### src/rtl/param_stack.sv
// LIFO stack of DEPTH words with registered read port, peek, combined push/pop
// replace, and sticky overflow/underflow flags.
module param_stack #(
   parameter int WIDTH = 8,
   parameter int DEPTH = 32
) (
   input  logic                       clk,
   input  logic                       rst,
   input  logic [WIDTH-1:0]           din,
   input  logic                       push,
   input  logic                       pop,
   input  logic                       tos,
   input  logic                       err_clr,
   output logic [WIDTH-1:0]           dout,
   output logic                       dout_vld,
   output logic [$clog2(DEPTH+1)-1:0] count,
   output logic                       empty,
   output logic                       full,
   output logic                       ovf,
   output logic                       unf
);

   localparam int CW = $clog2(DEPTH + 1);
   localparam int AW = $clog2(DEPTH);

   logic [WIDTH-1:0] mem_r [DEPTH];
   logic [CW-1:0]    count_r;
   logic [WIDTH-1:0] dout_r;
   logic             dout_vld_r;
   logic             ovf_r;
   logic             unf_r;

   logic             empty_s;
   logic             full_s;
   logic [CW-1:0]    cm1_s;
   logic [AW-1:0]    top_idx_s;
   logic [AW-1:0]    wr_idx_s;
   logic             wr_en_s;
   logic             rd_en_s;
   logic [CW-1:0]    count_nxt_s;
   logic             ovf_set_s;
   logic             unf_set_s;
   logic [WIDTH-1:0] rd_data_s;

   assign empty_s   = (count_r == CW'(0));
   assign full_s    = (count_r == CW'(DEPTH));
   // count-1 is only used when not empty, so it always fits in AW bits
   assign cm1_s     = count_r - CW'(1);
   assign top_idx_s = cm1_s[AW-1:0];
   assign rd_data_s = mem_r[top_idx_s];

   // Command decode: push/pop take priority, tos only acts when both are low
   always_comb begin
      wr_en_s     = 1'b0;
      rd_en_s     = 1'b0;
      wr_idx_s    = count_r[AW-1:0];
      count_nxt_s = count_r;
      ovf_set_s   = 1'b0;
      unf_set_s   = 1'b0;
      case ({push, pop})
         2'b11: begin
            wr_en_s = 1'b1;
            if (empty_s) begin
               count_nxt_s = count_r + CW'(1);
            end else begin
               rd_en_s  = 1'b1;
               wr_idx_s = top_idx_s;
            end
         end
         2'b10: begin
            if (full_s) begin
               ovf_set_s = 1'b1;
            end else begin
               wr_en_s     = 1'b1;
               count_nxt_s = count_r + CW'(1);
            end
         end
         2'b01: begin
            if (empty_s) begin
               unf_set_s = 1'b1;
            end else begin
               rd_en_s     = 1'b1;
               count_nxt_s = cm1_s;
            end
         end
         2'b00: begin
            if (tos) begin
               if (empty_s) begin
                  unf_set_s = 1'b1;
               end else begin
                  rd_en_s = 1'b1;
               end
            end else begin
               rd_en_s = 1'b0;
            end
         end
         default: begin
            wr_en_s = 1'b0;
         end
      endcase
   end

   // Control state, read register and sticky flags (set wins over clear)
   always_ff @(posedge clk or posedge rst) begin
      if (rst) begin
         count_r    <= '0;
         dout_r     <= '0;
         dout_vld_r <= 1'b0;
         ovf_r      <= 1'b0;
         unf_r      <= 1'b0;
      end else begin
         count_r    <= count_nxt_s;
         dout_vld_r <= rd_en_s;
         if (rd_en_s) begin
            dout_r <= rd_data_s;
         end
         ovf_r <= ovf_set_s | (ovf_r & ~err_clr);
         unf_r <= unf_set_s | (unf_r & ~err_clr);
      end
   end

   // Storage array is not reset; writes are blocked while rst is high
   always_ff @(posedge clk) begin
      if (wr_en_s && !rst) begin
         mem_r[wr_idx_s] <= din;
      end
   end

   assign dout     = dout_r;
   assign dout_vld = dout_vld_r;
   assign count    = count_r;
   assign empty    = empty_s;
   assign full     = full_s;
   assign ovf      = ovf_r;
   assign unf      = unf_r;

endmodule

### config.mk
export PLATFORM = sky130hd
export DESIGN_NAME = param_stack
export DESIGN_NICKNAME = d
export VERILOG_FILES = /design/src/rtl/param_stack.sv
export SDC_FILE = /design/constraint.sdc
export NUM_CORES = 1
export LEC_CHECK = 0
export CORE_AREA = 2 2 147 149
export DETAILED_ROUTE_END_ITERATION = 6
export DIE_AREA = 0 0 149 151
export DONT_BUFFER_PORTS = 1
export PLACE_DENSITY = 0.7
export SLEW_MARGIN = 20
export SYNTH_ARGS = -nofsm -noshare
export SYNTH_HDL_FRONTEND = slang
export SYNTH_SLANG_ARGS = --single-unit
### constraint.sdc
create_clock -name clk -period 11.25 [get_ports clk]
set_clock_uncertainty 0.2 [all_clocks]
set_input_delay 1.6875 -clock clk [delete_from_list [all_inputs] [get_ports clk]]
set_output_delay 1.6875 -clock clk [all_outputs]
set_load 0.01 [all_outputs]
==> results of run 1 <==
Yosys cell counts (2+ instances only):
library cell / count / area [sq um]
a21oi_2: 3 / 26.3
nand3_1: 41 / 205
xnor2_1: 4 / 35.0
nor2_1: 29 / 109
clkbuf_1: 11 / 41.3
xor2_1: 4 / 35.0
o211ai_1: 2 / 15.0
ha_1: 2 / 25.0
a32oi_1: 8 / 70.1
o22ai_1: 9 / 56.3
nand2_1: 28 / 105
nor2b_1: 3 / 18.8
dfrtp_1: 17 / 425
a211oi_1: 2 / 15.0
nand4_1: 10 / 62.6
o21ai_0: 6 / 30.0
a21oi_1: 15 / 75.1
nor3_1: 17 / 85.1
a32o_1: 3 / 30.0
edfxtp_1: 256 / 7690
buf_1: 3 / 11.3
o311a_1: 8 / 80.1
inv_1: 27 / 101
mux4_1: 3 / 78.8
buf_6: 3 / 33.8
buf_4: 3 / 22.5
buf_2: 17 / 85.1
mux2i_1: 41 / 410
mux4_2: 45 / 1010
nand2b_1: 11 / 68.8
cells in the final DEF, fill, tap and decap left out, types with 2 or more instances in the layout:
cell type	netlist	final
edfxtp_1	256	256
mux4_2	45	45
mux2i_1	41	41
nand3_1	41	41
nor2_1	29	29
nand2_1	28	28
inv_1	27	27
clkbuf_16	0	25
dfrtp_1	17	16
a21oi_1	15	15
nand2b_1	11	11
nand4_1	10	10
nor3_2	1	10
o22ai_1	9	9
a32oi_1	8	8
o311a_1	8	8
nor3_1	17	8
o21ai_0	6	6
clkinv_4	0	6
xnor2_1	4	4
clkinv_2	0	4
nor2b_1	3	3
xor2_1	4	3
a21oi_2	3	3
a32o_1	3	3
mux4_1	3	3
buf_4	3	3
a211oi_1	2	2
o211ai_1	2	2
clkinv_1	0	2
bufinv_16	0	2
clkinvlp_4	0	2
stage by stage:
step / cells / setup slack, ns / total power (uW)
final: 941 / 5.63 / 3290
after global routing: 941 / 5.18 / 3440
after CTS: 941 / 5.56 / 3290
after detailed placement: 898 / 5.57 / 2480
after global placement: 898 / 5.83 / 2460
after floorplan: 657 / 7.03 / 2210
power by group through the flow:
stage               clock network, uW  logic, uW  registers, uW
floorplan                           0        979           1230
global placement                    0       1130           1330
detailed placement                  0       1150           1330
CTS                               826       1160           1310
global route                      868       1250           1320
finish                            818       1170           1310
worst max path at each step:
stage	startpoint	end
2_1_floorplan	count[0]	empty
3_3_place_gp	count[0]	mem_r[4][2]
3_5_place_dp	count[0]	mem_r[4][2]
4_1_cts	count[0]	mem_r[4][1]
5_1_grt	count[0]	mem_r[20][0]
6_report	count[0]	mem_r[5][2]
cell type report:
cell class                      instances  area share (%)
Timing Repair Buffer                    3           0.182
Inverter                               27           0.819
Clock buffer                           26            5.09
Clock inverter                         17            1.33
Sequential cell                       273            65.6
Multi-Input combinational cell        320            24.2
Tap cell                              275            2.78
registers in the layout, summed over array words and instances (netlist names):
signal / flops
count: 6
dout: 8
dout_vld: 1
mem_r: 256
ovf: 1
unf: 1
routing by layer:
metal	share of wire, %	track usage, %	vias up
li1	-	-	2610
met1	42	31.8	3064
met2	49	35.4	266
met3	8.1	3.73	36
met4	1.6	5.24	0
met5	0	0	-
kinds of logic (layout without fill, tap and decap cells):
group                    Yosys count  count (layout)  share of synthesized area (%)
AND/OR/NAND/NOR                  149             149                           6.62
AO/OA/AOI/OAI                     71              71                           4.86
XOR/XNOR                           9               9                          0.762
buffers and inverters             64              73                           2.61
adder cells (fa/ha/maj)            2               2                          0.221
multiplexers                      89              89                           13.3
flip-flops                       273             273                           71.7
==> impl_results.md, run 1 <==
- Status: completed
- Post-synthesis cell count: 657
- Finished Core Util: 59.4%
- Minimum clock period: 5.62 ns
- Initial core utilization: 54.4%
- Total iterations of the first detailed-routing run: 7
- Top Ports: 33
- Worst Setup End Kind: flop
- RSZ-0062 raised after global routing: no
- Die Y: 151 um
- Max-slew violations: 0
- Via count: 5,976
- Critical setup path kind: reg -> reg
- R2R Setup Slk: 5.63 ns
- Chip width: 149 um
- Worst slew pin tran: 1.18 ns
- Total of max-cap violations: 0
- Clk root buf: clkbuf_16
- Sw Ratio: 34.8%
- Per-cell routed wire length: 25.5 um
- Relative max-transition margin: 21.2%
- Hold Crit Class: reg -> reg
- Clock buffer depth: 3
- Max VDD drop: 197 uV
- Num rows: 53
- Maximum number of pins on one net before global-route repair: 71
- Drt via density: 6.35
- Top FF cell, synth: edfxtp_1
- Hold path depth: 1
- TNS Setup: 0 ns
- Startpoint Class: flop
- Post-layout instance area: 0.0124 sq mm
- Synth Cell Area: 0.0113 sq mm
- PortBufs: 0
- Clk pwr share: 24.9%
- Origin of the critical flop-to-flop path: count[0]
- Num CTS Buffers: 25
- Die ar.: 0.0225 sq mm
- Crit Path Max Fanout: 70
- Synth warn: 0
- H-tree lvl count: 1
- Final GP Congestion: 0.866
- Hpwl dp: 15,100 um
- R2r endpoint: mem_r[5][2]
- Static Leak: 0.00401 uW
- N_diodes: 0
- Post-CTS sizing: 0
- Sw Pwr: 1140 uW
- Final worst path period share: 50.0%
- Buffers & Inverters on Critical Path: 2
- # setup viols final: 0
- Clock Latency Late Sink: 0.52 ns
- Worst path arrival time: 5.55 ns
- Sequential share of power: 39.7%
- Cell internal pwr: 2150 uW
- Critical path data required time: 11.18 ns
- CP cell instances: inv_1, ha_4, buf_4, a32o_1, nand2_1, nor3_1
- Fmax: 178 MHz
- Post-synth cell types: 56
- Sequential fraction of the synthesis area: 71.7%
- Cell at the slowest stage of the critical path: dfrtp_4
- Worst hold slack: 0.391 ns
- Core Area: 0.0208 sq mm
- Top Family by Delay on Critical Path: buffers and inverters
- Register area: 0.00812 sq mm
- Area occupied by multi-input gates: 0.00299 sq mm
- Power Density: 266 mW/mm^2
- Comb pwr share: 35.4%
- Worst-path clk slew: 0.07 ns
- CP peak stage delay: 1.09 ns
- ANT nets after route: 0
- Min-Delay Endpoint: ovf
- HP Start: ovf
- Post-CTS Setup Inserts: 0
- CTS tree: done
- Vias in the first global route: 5,785
- Overflow after GRT: 0
- Nets: 666
- First-pass GRT wire length: 36,200 um
- #FFs+latches synth: 273
- Ys async rst share: 6.23%
- Filler cell count: 1,484
- Overall routing resource usage: 21.9%
- Net Count, Synth: 673
- DP Area: 0.0115 sq mm
- Antenna violations before repair: 0
- Post-synth EDFFs: 256
- Final Hold Violating Endpoints: 0
- Post-CTS Hold Buffers: 0
- Syn Area/Cell: 17.2 sq um
- Crit path depth: 6
- Layout cells sized above 1: 16.8%
- CTS Sinks: 273
- Area Growth Syn to Fin: 9.24%
- 1st-iter DRT viols: 719
- DRT Wirelength: 24,000 um
- R2R depth: 6
- DRC: 0
(Power assumes the default switching activity.)
==> inputs of run 2 (changes only) <==
==> constraint.sdc (replaced) <==
create_clock -name clk -period 5.2 [get_ports clk]
set_clock_uncertainty 0.2 [all_clocks]
set_input_delay 0.78 -clock clk [delete_from_list [all_inputs] [get_ports clk]]
set_output_delay 0.78 -clock clk [all_outputs]
set_load 0.01 [all_outputs]
==> run 2 against run 1 <==
Compared with the run above:
- sequential cell count did not move
- maximum frequency rose by 36%
- first-iteration DRC count fell by 14%
- worst hold slack got worse by 0.28 ns
- die area did not move
- global-route usage rose by 0.32 points
- critical path type unchanged
- via count rose by 0.95%
- non-clock buffer count rose by 16
==> impl_results.md, run 2 (synthesis results as in run 1) <==
- Via count: 6,033 (+0.95%)
- Minimum clock period: 4.14 ns (-1.49 ns)
- DRC: 0 (unchanged)
- Num rows: 53 (unchanged)
- Placement Setup Slack: 1.21 ns (-4.36 ns)
- Num CTS Buffers: 26 (+4.0%)
- Max-slew violations: 0 (unchanged)
- Fmax: 242 MHz (+36%)
- Top Ports: 33 (unchanged)
- Critical path data required time: 5.15 ns (-6.03 ns)
- Final GP Congestion: 0.886 (+2.3%)
- Clk root buf: clkbuf_16
- First-pass GRT wire length: 36,700 um (+1.4%)
- Die ar.: 0.0225 sq mm (unchanged)
- Most frequent cells in the layout: edfxtp_1, mux4_2, mux2i_1, nand3_1, nor2_1
- Nets: 683 (+2.6%)
- Initial core utilization: 54.4% (unchanged)
- Worst-path clk slew: 0.06 ns (about the same)
- Core Area: 0.0208 sq mm (unchanged)
- Hold Crit Class: in -> async
- Clock buffer depth: 3 (unchanged)
- # setup viols final: 0 (unchanged)
- Power Density: 578 mW/mm^2 (+120%)
- Relative max-transition margin: 28.0% (+6.8 points)
- Total iterations of the first detailed-routing run: 5 (-2)
- Filler cell count: 1,497 (+0.88%)
- Vias in the first global route: 5,959 (+3.0%)
- Final worst path period share: 79.5% (+30 points)
- Area occupied by multi-input gates: 0.00295 sq mm (-1.3%)
- Worst path arrival time: 4.09 ns (-1.46 ns)
- R2R Setup Slk: 1.06 ns (-4.56 ns)
- DRT Wirelength: 24,200 um (+1.1%)
- Overflow after GRT: 0 (unchanged)
- Drt via density: 6.27 (-1.2%)
- Post-CTS Hold Buffers: 0 (unchanged)
- Post-CTS Setup Inserts: 0 (unchanged)
- Most flops, register: mem_r
- CTS tree: done
- Final worst-path setup slack: 1.06 ns (-4.56 ns)
- Number of flip-flops in the largest register: 256 (unchanged)
- Antenna violations before repair: 1 (+1)
- Layout cells sized above 1: 16.6% (-0.22 points)
- Area Growth Syn to Fin: 10.3%
- # placed instances: 914 (+1.8%)
- Crit Path Max Fanout: 29 (-59%)
- TNS Setup: 0 ns (unchanged)
- ANT nets after route: 0 (unchanged)
- Final Hold Violating Endpoints: 0 (unchanged)
- Worst slew pin tran: 1.08 ns (-0.0972 ns)
- Worst Setup End Kind: flop
- Post-layout instance area: 0.0125 sq mm (+0.98%)
- Hpwl dp: 15,000 um (-0.88%)
- Chip width: 149 um (unchanged)
- Register area: 0.00812 sq mm (unchanged)
- Per-cell routed wire length: 25.2 um (-1.1%)
- Critical setup path kind: reg -> reg
- R2R depth: 7 (+1)
- Status: completed
- DP Area: 0.0116 sq mm (+1.0%)
- 1st-iter DRT viols: 620 (-14%)
- CTS Sinks: 273 (unchanged)
- Startpoint Class: flop
- N_diodes: 0 (unchanged)
- Overall routing resource usage: 22.3% (+0.32 points)
- H-tree lvl count: 1 (unchanged)
- Clock Latency Late Sink: 0.54 ns (+0.02 ns)
- Total power: 7220 uW (+120%)
- Total of max-cap violations: 0 (unchanged)
- Max VDD drop: 378 uV (+91%)
- Maximum number of pins on one net before global-route repair: 70 (-1.4%)
- Static Leak: 0.00411 uW (+2.7%)
- RSZ-0062 raised after global routing: no
- Final cell count without fillers: 962 (+2.2%)
- Post-CTS sizing: 0 (unchanged)
- Most common cell after layout, fill and taps aside: edfxtp_1
- PortBufs: 0 (unchanged)
- Die Y: 151 um (unchanged)
==> run 2: cell types whose count changed in the layout (fill, tap and decap cells not counted), moves of 2 or more <==
cell        delta
nor3_1         +9
clkbuf_1       +2
buf_4         +15
clkinv_4       -6
clkinvlp_4     -2
clkinv_1       +9
nor3_2         -9
==> run 2: final cells by class <==
cell class,instances,share of cell area [%]
Clock inverter,19,1.34
Inverter,27,0.811
Clock buffer,29,5.30
Sequential cell,273,65.0
Tap cell,275,2.75
Timing Repair Buffer,19,1.17
Multi-Input combinational cell,320,23.6
==> run 2: path summary, 6_finish.rpt <==
check | endpoint | start
worst max-delay path | mem_r[24][3] | count[0]
worst min-delay path | dout[5] | rst
worst max register to register | mem_r[24][3] | count[0]
worst min register to register | unf | unf
max in group asynchronous | count[0] | rst
min in group clk | mem_r[18][0] | din[0]
==> run 2: layer usage <==
metal / global-route usage [%] / vias to the layer above / wire length, um
li1: - / 2641 / -
met1: 29.5 / 3091 / 9720
met2: 35.6 / 250 / 11600
met3: 6.63 / 51 / 2150
met4: 7.81 / 0 / 737
met5: 0 / - / 0
==> run 2: through the flow <==
step	hold WS, ns	util, %
final	0.116	60.0
after global routing	0.117	60.0
after CTS	0.119	59.9
after detailed placement	0.384	55.9
after global placement	0.351	55.9
after floorplan	0.331	-
==> run 2: worst max-delay path, stage by stage, from the launching register on <==
cell and delay (ns):
dfrtp_4 0.47, inv_1 0.68, ha_4 0.37, nor4b_4 0.30
nand2_1 0.23, o21ai_0 0.29, o211ai_1 0.42, nor2_1 0.79
==> run 2: power breakdown <==
part           internal (uW)  leakage, uW  total, uW  switching (uW)
registers               2540      0.00250       2720             180
logic                   1130      0.00121       2680            1540
clock network           1060     0.000406       1830             768
==> inputs of run 3 (changes only) <==
--- a/config.mk
+++ b/config.mk
@@ -9,7 +9,7 @@
 export DETAILED_ROUTE_END_ITERATION = 6
 export DIE_AREA = 0 0 149 151
 export DONT_BUFFER_PORTS = 1
-export PLACE_DENSITY = 0.7
+export PLACE_DENSITY = 0.72
 export SLEW_MARGIN = 20
 export SYNTH_ARGS = -nofsm -noshare
 export SYNTH_HDL_FRONTEND = slang
==> constraint.sdc (replaced) <==
create_clock -name clk -period 3.3 [get_ports clk]
set_clock_uncertainty 0.2 [all_clocks]
set_input_delay 0.495 -clock clk [delete_from_list [all_inputs] [get_ports clk]]
set_output_delay 0.495 -clock clk [all_outputs]
set_load 0.01 [all_outputs]
==> run 3 against run 2 <==
Compared with the run above:
- maximum frequency grew 29%
- sequential cell count is the same
- sequential share of layout area shrank 2.8 points
- critical endpoint is now mem_r[8][3]
==> impl_results.md, run 3 (synthesis results as in run 1) <==
- CTS Sinks: 273 (unchanged)
- H-tree lvl count: 1 (unchanged)
- Worst slew pin tran: 0.912 ns (-0.168 ns)
- Area Growth Syn to Fin: 15.3%
- Cell internal pwr: 7830 uW (+66%)
- Critical path data required time: 3.27 ns (-1.88 ns)
- N_diodes: 0 (unchanged)
- Static Leak: 0.00438 uW (+6.5%)
- Die ar.: 0.0225 sq mm (unchanged)
- Initial core utilization: 54.4% (unchanged)
- CP peak stage delay: 0.49 ns (-0.30 ns)
- 1st-iter DRT viols: 577 (-6.9%)
- Num rows: 53 (unchanged)
- Cell at the slowest stage of the critical path: dfrtp_4
- Worst-path clk slew: 0.06 ns (about the same)
- Layout cells sized above 1: 23.5% (+6.9 points)
- Comb pwr share: 39.4% (+2.3 points)
- Register area: 0.00812 sq mm (unchanged)
- Nets: 695 (+1.8%)
- Die Y: 151 um (unchanged)
- Maximum number of pins on one net before global-route repair: 66 (-5.7%)
- Clock Latency Late Sink: 0.53 ns (about the same)
- Hpwl dp: 15,400 um (+2.7%)
- Post-layout instance area: 0.0131 sq mm (+4.5%)
- Most flops, register: mem_r
- Clock buffer depth: 3 (unchanged)
- Vias in the first global route: 6,077 (+2.0%)
- Area occupied by multi-input gates: 0.00323 sq mm (+9.5%)
- Num CTS Buffers: 26 (unchanged)
- Worst path arrival time: 3.18 ns (-0.91 ns)
- Filler cell count: 1,429 (-4.5%)
- Final Hold Violating Endpoints: 0 (unchanged)
- Chip width: 149 um (unchanged)
- CP cell instances: inv_2, ha_4, nor4b_4, mux2i_2, a32o_1, nand3_1, nor2_2
- Relative max-transition margin: 39.2% (+11 points)
- Via count: 6,074 (+0.68%)
- Most frequent cells in the layout: edfxtp_1, mux4_2, nand3_1
- Max VDD drop: 803 uV (+110%)
- Startpoint Class: flop
- Total iterations of the first detailed-routing run: 5 (unchanged)
- PortBufs: 0 (unchanged)
- Max-slew violations: 0 (unchanged)
- DRC: 0 (unchanged)
- Worst Setup End Kind: flop
- Overall routing resource usage: 22.5% (+0.26 points)
- Sequential share of power: 34.7% (-2.9 points)
- R2R Setup Slk: 0.09 ns (-0.97 ns)
- ANT nets after route: 0 (unchanged)
- Sw Ratio: 34.7% (+0.25 points)
- Critical setup path kind: reg -> reg
- Most common cell after layout, fill and taps aside: edfxtp_1
- Status: completed
- DRT Wirelength: 24,600 um (+1.7%)
- Final worst path period share: 97.3% (+18 points)
- Overflow after GRT: 0 (unchanged)
- Final GP Congestion: 0.918 (+3.5%)
- Crit Path Max Fanout: 13 (-55%)
- Minimum clock period: 3.21 ns (-0.925 ns)
- Sw Pwr: 4170 uW (+67%)
- Number of flip-flops in the largest register: 256 (unchanged)
- Drt via density: 6.24 (-0.56%)
- Antenna violations before repair: 0 (-1)
- # setup viols final: 0 (unchanged)
- Per-cell routed wire length: 25.3 um (+0.45%)
- First-pass GRT wire length: 37,500 um (+2.1%)
- Fmax: 312 MHz (+29%)
- CTS tree: done
- Power Density: 920 mW/mm^2 (+59%)
- Clk root buf: clkbuf_16
- RSZ-0062 raised after global routing: yes
- Top Ports: 33 (unchanged)
- Clk pwr share: 25.9% (+0.6 points)
- DP Area: 0.0119 sq mm (+2.4%)
- TNS Setup: 0 ns (unchanged)
- Core Area: 0.0208 sq mm (unchanged)
- Total of max-cap violations: 0 (unchanged)
- Hold Crit Class: in -> reg
run 3: cell count changes in the layout (fill, tap and decap cells not counted), sizes merged:
cell	previous run	this run
clkinvlp	0	1
clkbuf	29	33
clkinv	16	8
inv	27	28
bufinv	3	5
buf	19	27
dlygate4sd3	0	4
run 3: metal layers:
layer | up-vias | wire length, um | track usage [%]
li1 | 2682 | - | -
met1 | 3121 | 10200 | 32.0
met3 | 39 | 1990 | 4.19
met2 | 232 | 11900 | 36.5
met5 | - | 0 | 0
met4 | 0 | 543 | 5.90
run 3: stage by stage:
| stage | hold slack (ns) | worst slack, ns | util (%) | total power, uW | instances |
|---|---|---|---|---|---|
| after CTS | 0.0396 | 0.0929 | 62.6 | 12000 | 974 |
| after global placement | 0.345 | 0.169 | 57.3 | 8770 | 914 |
| after detailed placement | 0.350 | 0.0869 | 57.3 | 8850 | 914 |
| after floorplan | 0.269 | 0.00525 | - | 7780 | 657 |
| final | 0.0607 | 0.0904 | 62.7 | 12000 | 974 |
| after global routing | 0.0479 | -0.0802 | 62.7 | 12500 | 974 |
run 3: cell type report:
cell class | count | area share, %
Clock buffer | 33 | 5.35
Clock inverter | 15 | 1.55
Inverter | 27 | 0.777
Multi-Input combinational cell | 320 | 24.8
Sequential cell | 273 | 62.2
Tap cell | 275 | 2.64
Timing Repair Buffer | 31 | 2.72
run 3: worst paths after layout:
check | depth (start not counted) | startpoint | end
setup / recovery | 7 | count[0] | mem_r[8][3]
hold / removal | 2 | pop | ovf
setup reg to reg | 7 | count[0] | mem_r[8][3]
hold reg to reg | 1 | ovf | ovf
max in group asynchronous | 3 | rst | count[0]
min in group asynchronous | 3 | rst | dout[5]
run 3: repair_timing:
action,CTS,global route
resized for setup,0,5
setup endpoints to repair,0,130
hold buffers,12,0
endpoints found under the hold margin,275,0
setup buffers,0,0
run 3: critical path: cells and delay by family (launching register included):
kind,cells,cell delay (ns)
compound gates,1,0.29
fa+ha+maj,1,0.26
buf+inv,1,0.09
flops,1,0.49
mux,1,0.41
simple gates,3,1.12
run 3: power by group through the flow:
| stage | logic (uW) | registers [uW] | clock network [uW] |
|---|---|---|---|
| after floorplan | 3580 | 4190 | 0 |
| after global placement | 4550 | 4220 | 0 |
| after detailed placement | 4620 | 4230 | 0 |
| after CTS | 4730 | 4160 | 3150 |
| after global routing | 5050 | 4180 | 3290 |
| final | 4730 | 4160 | 3110 |
